File: config.mk
export PLATFORM = sky130hd
export DESIGN_NAME = branch_predictor_bht
export DESIGN_NICKNAME = d
export VERILOG_FILES = /design/src/rtl/branch_predictor_bht.sv
export SDC_FILE = /design/constraint.sdc
export NUM_CORES = 1
export LEC_CHECK = 0
export CAP_MARGIN = 10
export CORE_UTILIZATION = 30
export CTS_CLUSTER_DIAMETER = 50
export DETAILED_ROUTE_END_ITERATION = 8
export GPL_TIMING_DRIVEN = 0
export SLEW_MARGIN = 20
export SYNTH_ARGS = -nofsm -noshare
export SYNTH_HDL_FRONTEND = slang
export SYNTH_SLANG_ARGS = --single-unit
File: constraint.sdc
create_clock -name clk -period 2.8 [get_ports clk]
set_input_delay 0.56 -clock clk [delete_from_list [all_inputs] [get_ports clk]]
set_output_delay 0.56 -clock clk [all_outputs]
set_load 0.005 [all_outputs]
File: src/rtl/branch_predictor_bht.sv
// Branch history table: decodes conditional branches in IF, looks up a saturating counter by PC (bimodal or gshare), trained from EX.
// Latency: lookup is combinational (zero cycles); updates land on the next rising edge, with no bypass to a same-cycle lookup.
// Backpressure: none; a lookup is valid every cycle and at most one update is accepted per cycle.
module branch_predictor_bht #(
    parameter int PC_W       = 32,
    parameter int IDX_W      = 4,
    parameter int CTR_BITS   = 2,
    parameter int INIT_STATE = 1,
    parameter int MODE       = 0
) (
    input  logic                clk,
    input  logic                reset,
    input  logic [6:0]          opcode,
    input  logic [PC_W-1:0]     pc,
    output logic                branch,
    output logic [CTR_BITS-1:0] taken,
    output logic                pred_taken,
    output logic [PC_W-1:0]     b_pc,
    output logic [IDX_W-1:0]    ghr,
    input  logic                upd_valid,
    input  logic [PC_W-1:0]     upd_pc,
    input  logic [IDX_W-1:0]    upd_ghr,
    input  logic                upd_taken,
    input  logic                upd_mispredict,
    output logic [31:0]         br_count,
    output logic [31:0]         mis_count
);

    localparam int                  ENTRIES   = 1 << IDX_W;
    localparam logic [CTR_BITS-1:0] CTR_MAX   = '1;
    localparam logic [CTR_BITS-1:0] CTR_INIT  = CTR_BITS'(INIT_STATE);
    localparam logic [6:0]          OP_BRANCH = 7'b1100011;

    logic [CTR_BITS-1:0] table_q [ENTRIES];
    logic [CTR_BITS-1:0] table_d [ENTRIES];
    logic [IDX_W-1:0]    ghr_q, ghr_d;
    logic [31:0]         br_count_q, br_count_d;
    logic [31:0]         mis_count_q, mis_count_d;

    logic [IDX_W-1:0]    lkp_idx;
    logic [IDX_W-1:0]    upd_idx;
    logic [IDX_W-1:0]    ghr_shift;
    logic [CTR_BITS-1:0] upd_ctr;
    logic                is_branch;
    logic                upd_pc_unused;

    // Only the word-index bits of the update PC select an entry.
    assign upd_pc_unused = ^upd_pc;

    generate
        if (IDX_W == 1) begin : g_ghr_one
            assign ghr_shift = upd_taken;
        end else begin : g_ghr_wide
            assign ghr_shift = {ghr_q[IDX_W-2:0], upd_taken};
        end
    endgenerate

    always_comb begin
        lkp_idx = pc[IDX_W+1:2];
        upd_idx = upd_pc[IDX_W+1:2];
        if (MODE == 1) begin
            lkp_idx = pc[IDX_W+1:2] ^ ghr_q;
            upd_idx = upd_pc[IDX_W+1:2] ^ upd_ghr;
        end
    end

    always_comb begin
        is_branch  = (opcode == OP_BRANCH) && !reset;
        branch     = is_branch;
        taken      = reset ? CTR_INIT : table_q[lkp_idx];
        pred_taken = is_branch & taken[CTR_BITS-1];
        b_pc       = is_branch ? pc : '0;
        ghr        = ghr_q;
        br_count   = br_count_q;
        mis_count  = mis_count_q;
    end

    always_comb begin
        table_d     = table_q;
        ghr_d       = ghr_q;
        br_count_d  = br_count_q;
        mis_count_d = mis_count_q;
        upd_ctr     = table_q[upd_idx];
        if (upd_valid) begin
            if (upd_taken) begin
                if (upd_ctr != CTR_MAX) upd_ctr = upd_ctr + CTR_BITS'(1);
            end else begin
                if (upd_ctr != '0) upd_ctr = upd_ctr - CTR_BITS'(1);
            end
            table_d[upd_idx] = upd_ctr;
            ghr_d            = ghr_shift;
            br_count_d       = br_count_q + 32'd1;
            mis_count_d      = mis_count_q + 32'(upd_mispredict);
        end
    end

    always_ff @(posedge clk) begin
        if (reset) begin
            for (int i = 0; i < ENTRIES; i++) table_q[i] <= CTR_INIT;
            ghr_q       <= '0;
            br_count_q  <= '0;
            mis_count_q <= '0;
        end else begin
            table_q     <= table_d;
            ghr_q       <= ghr_d;
            br_count_q  <= br_count_d;
            mis_count_q <= mis_count_d;
        end
    end

endmodule

==> flow_results.org, run 1 <==
** Timing
- RSZ-0062 raised after global routing :: true
- Headroom to the max-slew limit came out at 58.6%.
- For the final database, setup skew stands at 0.00812 ns.
- Final slew viol count :: 0
- Slew @ Worst Pin :: 0.622 ns
- Derived from the worst setup path, the maximum achievable clock frequency is 367 MHz.
- Count of final setup violators :: 0
- Final critical path time including I/O delays and setup :: 2.73 ns
- In the final timing run, aggregate negative setup slack is 0 ns.
- Final worst path period share :: 97.4%
- The final number of hold-violating endpoints is 0.

** Critical path
- Launching element of the worst setup path :: pc[2]
- Of all nets on the critical path, the largest fanout is 9.
- At the worst endpoint, the arrival time is 2.17 ns.
- The worst register-to-register path begins at mis_count[4]$_SDFFE_PP0P_.
- STA classifies the critical path startpoint as a primary input.
- The worst setup path is captured at an output pin.
- The critical path in this run is classified as primary input to output pin.
- Required time at the worst-slack endpoint :: 2.24 ns

** Routing
- Number of detailed-routing iterations run before antenna repair :: 4
- For this block, the routed nets add up to 15200 um of wire.
- Wirelength per Cell :: 15.2 um
- Starting DRT DRC Count :: 288
- Count of nets left with antenna violations after detail routing :: 0
- Vias/cell :: 5.03
- Routed via count :: 5033
- In the routed design, unresolved DRC markers number 0.

** Cells and area
- Post-layout util :: 43.0%
- Signed area change from the synthesized netlist to the final layout :: 40.4%
- Multi-input combinational cell area :: 3140 um^2
- Number of antenna diodes :: 0
- The post-route netlist has 11.1% of its cells at a drive strength greater than 1.
- The finished layout holds 1000 standard cells, fillers aside.
- Sequential cell area :: 2000 um^2
- The final layout contains 854 nets.
- Number of filler cells placed in the layout :: 1709
- Area of all placed cells without fillers :: 7410 um^2

** Flow run
- Max-cap violation count :: 0

** Floorplan
- The floorplan has 48 rows.
- CORE AREA :: 17200 um^2
- Chip width :: 135 um
- Initial core utilization :: 30.6%
- Die area :: 18100 um^2
- During I/O placement, the number of pins put on the boundary was 184.
- The die is 135 um tall.

** Clock network
- TritonCTS created 9 clock buffers.
- Post-CTS Hold Fix Bufs :: 0
- Clock latency on the worst-skew pair, taken at its later pin, is 0.35 ns.
- CTS tree :: built
- Number of clock sinks :: 100
- The H-tree was split into 3 levels.
- CTS max path bufs :: 2
- After clock tree synthesis, the clock-pin slew on the worst setup and hold paths is 0.07 ns.
- The cell sitting at the root of the clock tree is a sky130_fd_sc_hd__clkbuf_16.

** Place
- After detailed placement, the design holds a cell count of 977.
- Detail Placement HPWL :: 11200 um
- Port buffering added 147 buffers.
- Dpl cell area :: 7030 um^2
- The congestion estimate from routability-driven global placement came to 0.804.

** Global route
- Vias in the first global route :: 4539
- Initial antenna violation count :: 0
- Global routing used 16.9% of the available tracks.
- For this run the aggregate overflow at the end of global routing stands at 0.
- The first global-routing pass estimated 24000 um of wire.
- Entering global routing, the biggest net connects 18 pins.

** Min path
- Startpoint of the lowest-slack hold path :: table_q[4]$_SDFFE_PP1P_
- Path class of the lowest-slack min-delay path :: flip-flop to flip-flop

** Power
- VDD sags by at most 308 uV.
- Static Leak :: 2.63 nW
- The design draws 2.99 mW.
- P per Cell Area :: 404 nW/um^2

** Synth
- The synthesized design contains 0 enable-type register cells.
- Synthesis produced a netlist with a net count of 689.
- Ys async rst share :: 0%
- Of all cell types, the one taking the most synthesized area is sky130_fd_sc_hd__dfxtp_1.
- By area the synthesized netlist is led by sky130_fd_sc_hd__dfxtp_1, sky130_fd_sc_hd__mux4_2, sky130_fd_sc_hd__nor2_1, sky130_fd_sc_hd__and2_1, sky130_fd_sc_hd__a21oi_1.
- After synthesis, the largest area contributor takes up 38.0% of total cell area.
- Most common flop cell mapped by yosys :: sky130_fd_sc_hd__dfxtp_1
- In the synthesized netlist, the number of instances is 605.
- Summing every instance area after synthesis gives 5270 um^2.
- Flop and latch count out of synthesis :: 100
- Post-Syn Area per Cell :: 8.72 um^2
- Count of yosys warnings during synthesis :: 0
- Of the synthesized area, sequential elements account for 38.0%.
- Post-synth cell types :: 41

** Status
- Status :: finished, final reports clean
==> per-stage QoR <==
step	setup slack (ns)	hold slack (ns)
floorplan	0.196	0.447
global placement	-0.970	0.475
detailed placement	-0.971	0.486
CTS	0.000927	0.504
global route	-0.0119	0.531
finish	0.0730	0.499
==> flip-flops by register name, summed over array words and instances, names as in the netlist <==
register / cells
table_q: 32
ghr: 4
br_count: 32
mis_count: 32
==> report_power, final <==
part / switching [mW] / total [mW] / leakage [nW] / internal [mW]
Clock: 0.580 / 1.28 / 0.142 / 0.698
Sequential: 0.0170 / 1.46 / 0.808 / 1.44
Combinational: 0.125 / 0.256 / 1.68 / 0.131
Total: 0.722 / 2.99 / 2.63 / 2.27
==> layer usage <==
layer / up-vias / global-route usage (%) / wire, um
met5: - / 0 / 0
met4: 0 / 5.81 / 220
met3: 18 / 3.23 / 619
met2: 114 / 25.6 / 6930
met1: 2359 / 23.9 / 7440
li1: 2542 / - / -
==> critical path, stage by stage <==
cell,delay [ns]
sky130_fd_sc_hd__buf_12,0.12
sky130_fd_sc_hd__mux4_2,0.53
sky130_fd_sc_hd__mux4_2,0.47
sky130_fd_sc_hd__or2_2,0.28
sky130_fd_sc_hd__clkdlybuf4s15_1,0.21
==> worst paths after layout <==
path | to | slack [ns] | cells after the start
max reg2reg | mis_count[31]$_SDFFE_PP0P_ | 0.55 | 5
max | taken[0] | 0.07 | 5
min | table_q[4]$_SDFFE_PP1P_ | 0.50 | 2
min reg2reg | table_q[4]$_SDFFE_PP1P_ | 0.50 | 2
==> cells by family (layout without fill, tap and decap cells) <==
family | Yosys count | in the layout | share of synthesized area [%]
XOR/XNOR | 19 | 19 | 3.16
buffers and inverters | 41 | 211 | 3.13
adder cells (fa/ha/maj) | 8 | 8 | 1.76
flip-flops | 100 | 100 | 38.0
AO/OA/AOI/OAI | 101 | 101 | 10.9
multiplexers | 46 | 46 | 13.5
AND/OR/NAND/NOR | 290 | 290 | 29.6
==> cell usage in the layout, fill, tap and decap left out, types with 4 or more instances in the layout <==
master	instances
sky130_fd_sc_hd__nor2b_1	17
sky130_fd_sc_hd__dlymetal6s2s_1	4
sky130_fd_sc_hd__nand2_1	40
sky130_fd_sc_hd__buf_4	5
sky130_fd_sc_hd__mux2i_1	11
sky130_fd_sc_hd__mux4_2	16
sky130_fd_sc_hd__or3_1	15
sky130_fd_sc_hd__or4_1	12
sky130_fd_sc_hd__and2_1	40
sky130_fd_sc_hd__a21oi_1	42
sky130_fd_sc_hd__and4_1	13
sky130_fd_sc_hd__clkdlybuf4s50_1	108
sky130_fd_sc_hd__nand4_1	16
sky130_fd_sc_hd__dfxtp_1	100
sky130_fd_sc_hd__nor2_1	71
sky130_fd_sc_hd__buf_1	5
sky130_fd_sc_hd__inv_1	5
sky130_fd_sc_hd__o31ai_1	11
sky130_fd_sc_hd__clkbuf_1	20
sky130_fd_sc_hd__o21ai_0	24
sky130_fd_sc_hd__dlygate4sd2_1	15
sky130_fd_sc_hd__mux2_2	17
sky130_fd_sc_hd__clkdlybuf4s15_1	7
sky130_fd_sc_hd__nand3_1	27
sky130_fd_sc_hd__a211oi_1	16
sky130_fd_sc_hd__nor4_1	11
sky130_fd_sc_hd__and3_1	7
sky130_fd_sc_hd__nor3_1	8
sky130_fd_sc_hd__clkbuf_16	9
sky130_fd_sc_hd__ha_1	4
sky130_fd_sc_hd__clkbuf_2	13
sky130_fd_sc_hd__xor2_1	16
sky130_fd_sc_hd__o21ai_1	8
sky130_fd_sc_hd__clkbuf_8	4
==> Yosys cell counts (3+ instances only) <==
library cell / count
sky130_fd_sc_hd__inv_1: 5
sky130_fd_sc_hd__and3_1: 7
sky130_fd_sc_hd__dfxtp_1: 100
sky130_fd_sc_hd__buf_2: 3
sky130_fd_sc_hd__xor2_1: 16
sky130_fd_sc_hd__and2_1: 40
sky130_fd_sc_hd__nand3_1: 27
sky130_fd_sc_hd__nor2_1: 71
sky130_fd_sc_hd__o21ai_1: 8
sky130_fd_sc_hd__mux4_2: 16
sky130_fd_sc_hd__nand2_1: 40
sky130_fd_sc_hd__or4_1: 12
sky130_fd_sc_hd__nor4_1: 12
sky130_fd_sc_hd__ha_1: 4
sky130_fd_sc_hd__and4_1: 13
sky130_fd_sc_hd__nor3_1: 8
sky130_fd_sc_hd__o31ai_1: 11
sky130_fd_sc_hd__nor2b_1: 17
sky130_fd_sc_hd__mux2_2: 17
sky130_fd_sc_hd__clkbuf_1: 27
sky130_fd_sc_hd__xnor2_1: 3
sky130_fd_sc_hd__buf_1: 5
sky130_fd_sc_hd__or3_1: 15
sky130_fd_sc_hd__a21oi_1: 42
sky130_fd_sc_hd__mux2i_1: 11
sky130_fd_sc_hd__o21ai_0: 24
sky130_fd_sc_hd__a211oi_1: 16
sky130_fd_sc_hd__nand4_1: 16
==> what timing repair did <==
item / in CTS / in global routing
gates cloned: 1 / 0
setup endpoints to repair: 59 / 11
buffers inserted: 6 / 0
gates resized for setup: 61 / 38
hold endpoints to repair: 0 / 0
pin swaps: 2 / 2
==> final cells by class <==
| class | count | share of cell area [%] |
|---|---|---|
| tap | 225 | 3.80 |
| multi-input combinational | 464 | 42.4 |
| timing repair buffer | 154 | 19.6 |
| buffer | 36 | 2.84 |
| inverter | 5 | 0.253 |
| clock inverter | 7 | 1.03 |
| sequential | 100 | 27.0 |
| clock buffer | 9 | 3.04 |
No activity file was read; power rests on OpenSTA's default activity.
==> inputs of run 2 (changes only) <==
CTS_CLUSTER_SIZE = 25   (was not set)
MAX_ROUTING_LAYER = met4   (was not set)
==> flow_results.org, run 2 (synthesis results as in run 1) <==
** Status
- The run finished with clean final reports.

** Power
- Dividing total power by cell area gives a power density of 404 nW/um^2.
- Of the total power, the clock network draws 42.8%.
- Summing internal, switching and leakage power gives 2.99 mW.
- In this run switching power makes up 24.2% of total power.
- Int Power :: 2.27 mW
- Peak supply drop :: 312 uV
- Proportion of power drawn by flip-flops and latches :: 48.7%
- The analysis attributes to cell leakage a power of 2.63 nW.
- In this run the power spent charging and discharging nets is 0.724 mW.
- Logic pwr share :: 8.6%

** Critical path
- The number of cells on the worst reg-to-reg path is 5.
- Start of the worst register-to-register path :: mis_count[4]$_SDFFE_PP0P_
- Data on the critical path arrives at its endpoint at 2.17 ns.
- Crit-path max FO :: 9
- The slowest stage of the critical path belongs to the cell sky130_fd_sc_hd__mux4_2.
- For this run, the slowest stage of the critical path takes 0.53 ns.
- The critical path contains buffers and inverters numbering 2 combined.
- At the worst endpoint, the required time is 2.24 ns.
- The endpoint identified for the worst register-to-register timing path is mis_count[31]$_SDFFE_PP0P_.
- Cells along the critical path :: buf_12 -> mux4_2 -> mux4_2 -> or2_2 -> clkdlybuf4s15_1
- R2r setup slk :: 0.56 ns
- Critical setup path kind :: primary input to output pin
- Critical Path End Type :: output pin
- STA classifies the critical path startpoint as a primary input.
- Critical Path Most Common Cell :: sky130_fd_sc_hd__mux4_2
- Kind of cell adding the most delay to the critical path :: multiplexers

** Clock network
- The longest clock path from root to sink contains 2 buffers.
- TritonCTS built the clock tree.
- Number of buffers added by the clock tree synthesis step :: 9
- After clock tree synthesis, the flow added hold-fix buffers numbering 0.
- Clock tree synthesis selected as its root buffer the cell sky130_fd_sc_hd__clkbuf_16.
- The later pin in the worst-skew pair is clocked with a latency of 0.36 ns.
- In this run the number of H-tree levels came out at 3.
- Clock edge transition at the registers on the reported setup and hold paths :: 0.07 ns
- The tree built by TritonCTS fans out to 100 sinks.

** Cells and area
- Leaving out filler cells and counting taps, the final layout contains 1000.
- Share of post-route cells with drive strength above 1 :: 11.1%
- In the layout the commonest cells are sky130_fd_sc_hd__clkdlybuf4s50_1, sky130_fd_sc_hd__dfxtp_1, sky130_fd_sc_hd__nor2_1.
- After the last flow step, the layout net total stands at 854.
- Number of antenna diodes :: 0
- Signed area change from the synthesized netlist to the final layout :: 40.4%
- At the end of the flow the core is filled with cells to 43.0%.
- Most common cell after layout, fill and taps aside :: sky130_fd_sc_hd__clkdlybuf4s50_1
- Area of all placed cells without fillers :: 7410 um^2

** Timing
- Derived from the worst setup path, the maximum achievable clock frequency is 367 MHz.
- Final slew viol count :: 0
- Final critical path time including I/O delays and setup :: 2.73 ns
- Smallest setup slack after layout :: 0.0728 ns
- In this run the tightest slew margin relative to its limit is 58.4%.
- At the pin with the least slew margin, the transition time is 0.624 ns.
- Hold timing on the final database bottoms out at a slack of 0.499 ns.
- Count of final setup violators :: 0
- The final number of hold-violating endpoints came to 0.
- Setup repair after global routing could not meet its margin everywhere.
- Final worst path period share :: 97.4%
- Worst clock skew on the final layout :: 0.00811 ns
- Aggregate negative setup slack :: 0 ns

** Place
- The wire-length estimate of the detail-placed layout is 11200 um.
- In this run, placement finished with an instance count of 977.
- During placement, the flow inserted port buffers numbering 147.
- At the end of routability-driven placement, the weighted congestion stood at 0.816.
- Dpl ws :: -0.971 ns
- The placed instances occupy a cell area of 7030 um^2.

** Routing
- The detailed router finished its first iteration with 292 violations.
- Overall routed net length :: 15200 um
- The final route contains 5031 vias.
- In the final routed layout, each cell accounts on average for 15.2 um.
- The first detailed-routing pass took 4 iterations.
- Dividing the detail-routed via count by the number of cells gives 5.03.
- Detailed-route DRC error count :: 0
- The count of nets left with antenna violations once routing finished came out at 0.

** Min path
- For hold timing, the worst endpoint is table_q[4]$_SDFFE_PP1P_.
- The path class of the tightest hold or removal check is flip-flop to flip-flop.
- Counting instances, the worst hold path has a depth of 2.
- Startpoint of the lowest-slack hold path :: table_q[4]$_SDFFE_PP1P_

** Floorplan
- Die area :: 18100 um^2
- The initialized floorplan defines 48 standard-cell rows.
- Number of top-level pins :: 184
- In this run the horizontal extent of the chip is 135 um.
- Once the floorplan was initialized, standard cells occupied 30.6% of the core.
- CORE AREA :: 17200 um^2
- The floorplan step set the die height to 135 um.

** Global route
- Initial antenna violation count :: 0
- The total overflow left after global routing is 0.
- Entering global routing, the biggest net connects 18 pins.
- Vias in the first global route :: 4535
- The first global-routing pass estimated 24000 um of wire.
- Global routing used 17.4% of the available tracks across all layers.

** Flow run
- Max-cap violation count :: 0
-- run 2: how the worst max path moves through the flow --
stage	start	endpoint	slack, ns	depth (start not counted)
2_1_floorplan	pc[2]	taken[0]	0.20	4
3_5_place_dp	reset	taken[0]	-0.97	6
6_report	pc[2]	taken[0]	0.07	5
3_3_place_gp	reset	b_pc[29]	-0.97	6
5_1_grt	opcode[4]	b_pc[27]	-0.01	8
4_1_cts	opcode[4]	b_pc[4]	0.0009	9
-- run 2: area by class of cell --
class	count	area, um^2
Buffer	36	210
Clock buffer	9	225
Clock inverter	7	76.3
Fill cell	1709	9830
Inverter	5	18.8
Multi-Input combinational cell	464	3140
Sequential cell	100	2000
Tap cell	225	282
Timing Repair Buffer	154	1450
-- run 2: power groups by stage --
stage          clock, mW  combinational, mW  sequential (mW)
6_report            1.28              0.256             1.46
5_1_grt             1.38              0.280             1.46
4_1_cts             1.33              0.260             1.45
3_5_place_dp           0              0.250             1.49
3_3_place_gp           0              0.248             1.49
2_1_floorplan          0              0.126             1.48
-- run 2: worst min-delay path: cells and delay by family (launching register included) --
family / cells / cell delay (ns)
AO/OA/AOI/OAI: 2 / 0.11
flip-flops: 1 / 0.35
-- run 2: what timing repair did --
action,CTS,global route
resized for setup,61,38
gates cloned,1,0
endpoints found under the setup margin,59,11
pin swaps,2,2
setup buffers,6,0
-- run 2: layer usage --
layer  vias up  share of wire [%]  wire length (um)  global-route usage (%)
met5         -                  0                 0                       -
met4         0                1.4               208                    5.81
met3        17                4.3               661                    3.23
met2       115                 46              6930                    25.6
met1      2354                 49              7420                    24.0
li1       2545                  -                 -                       -
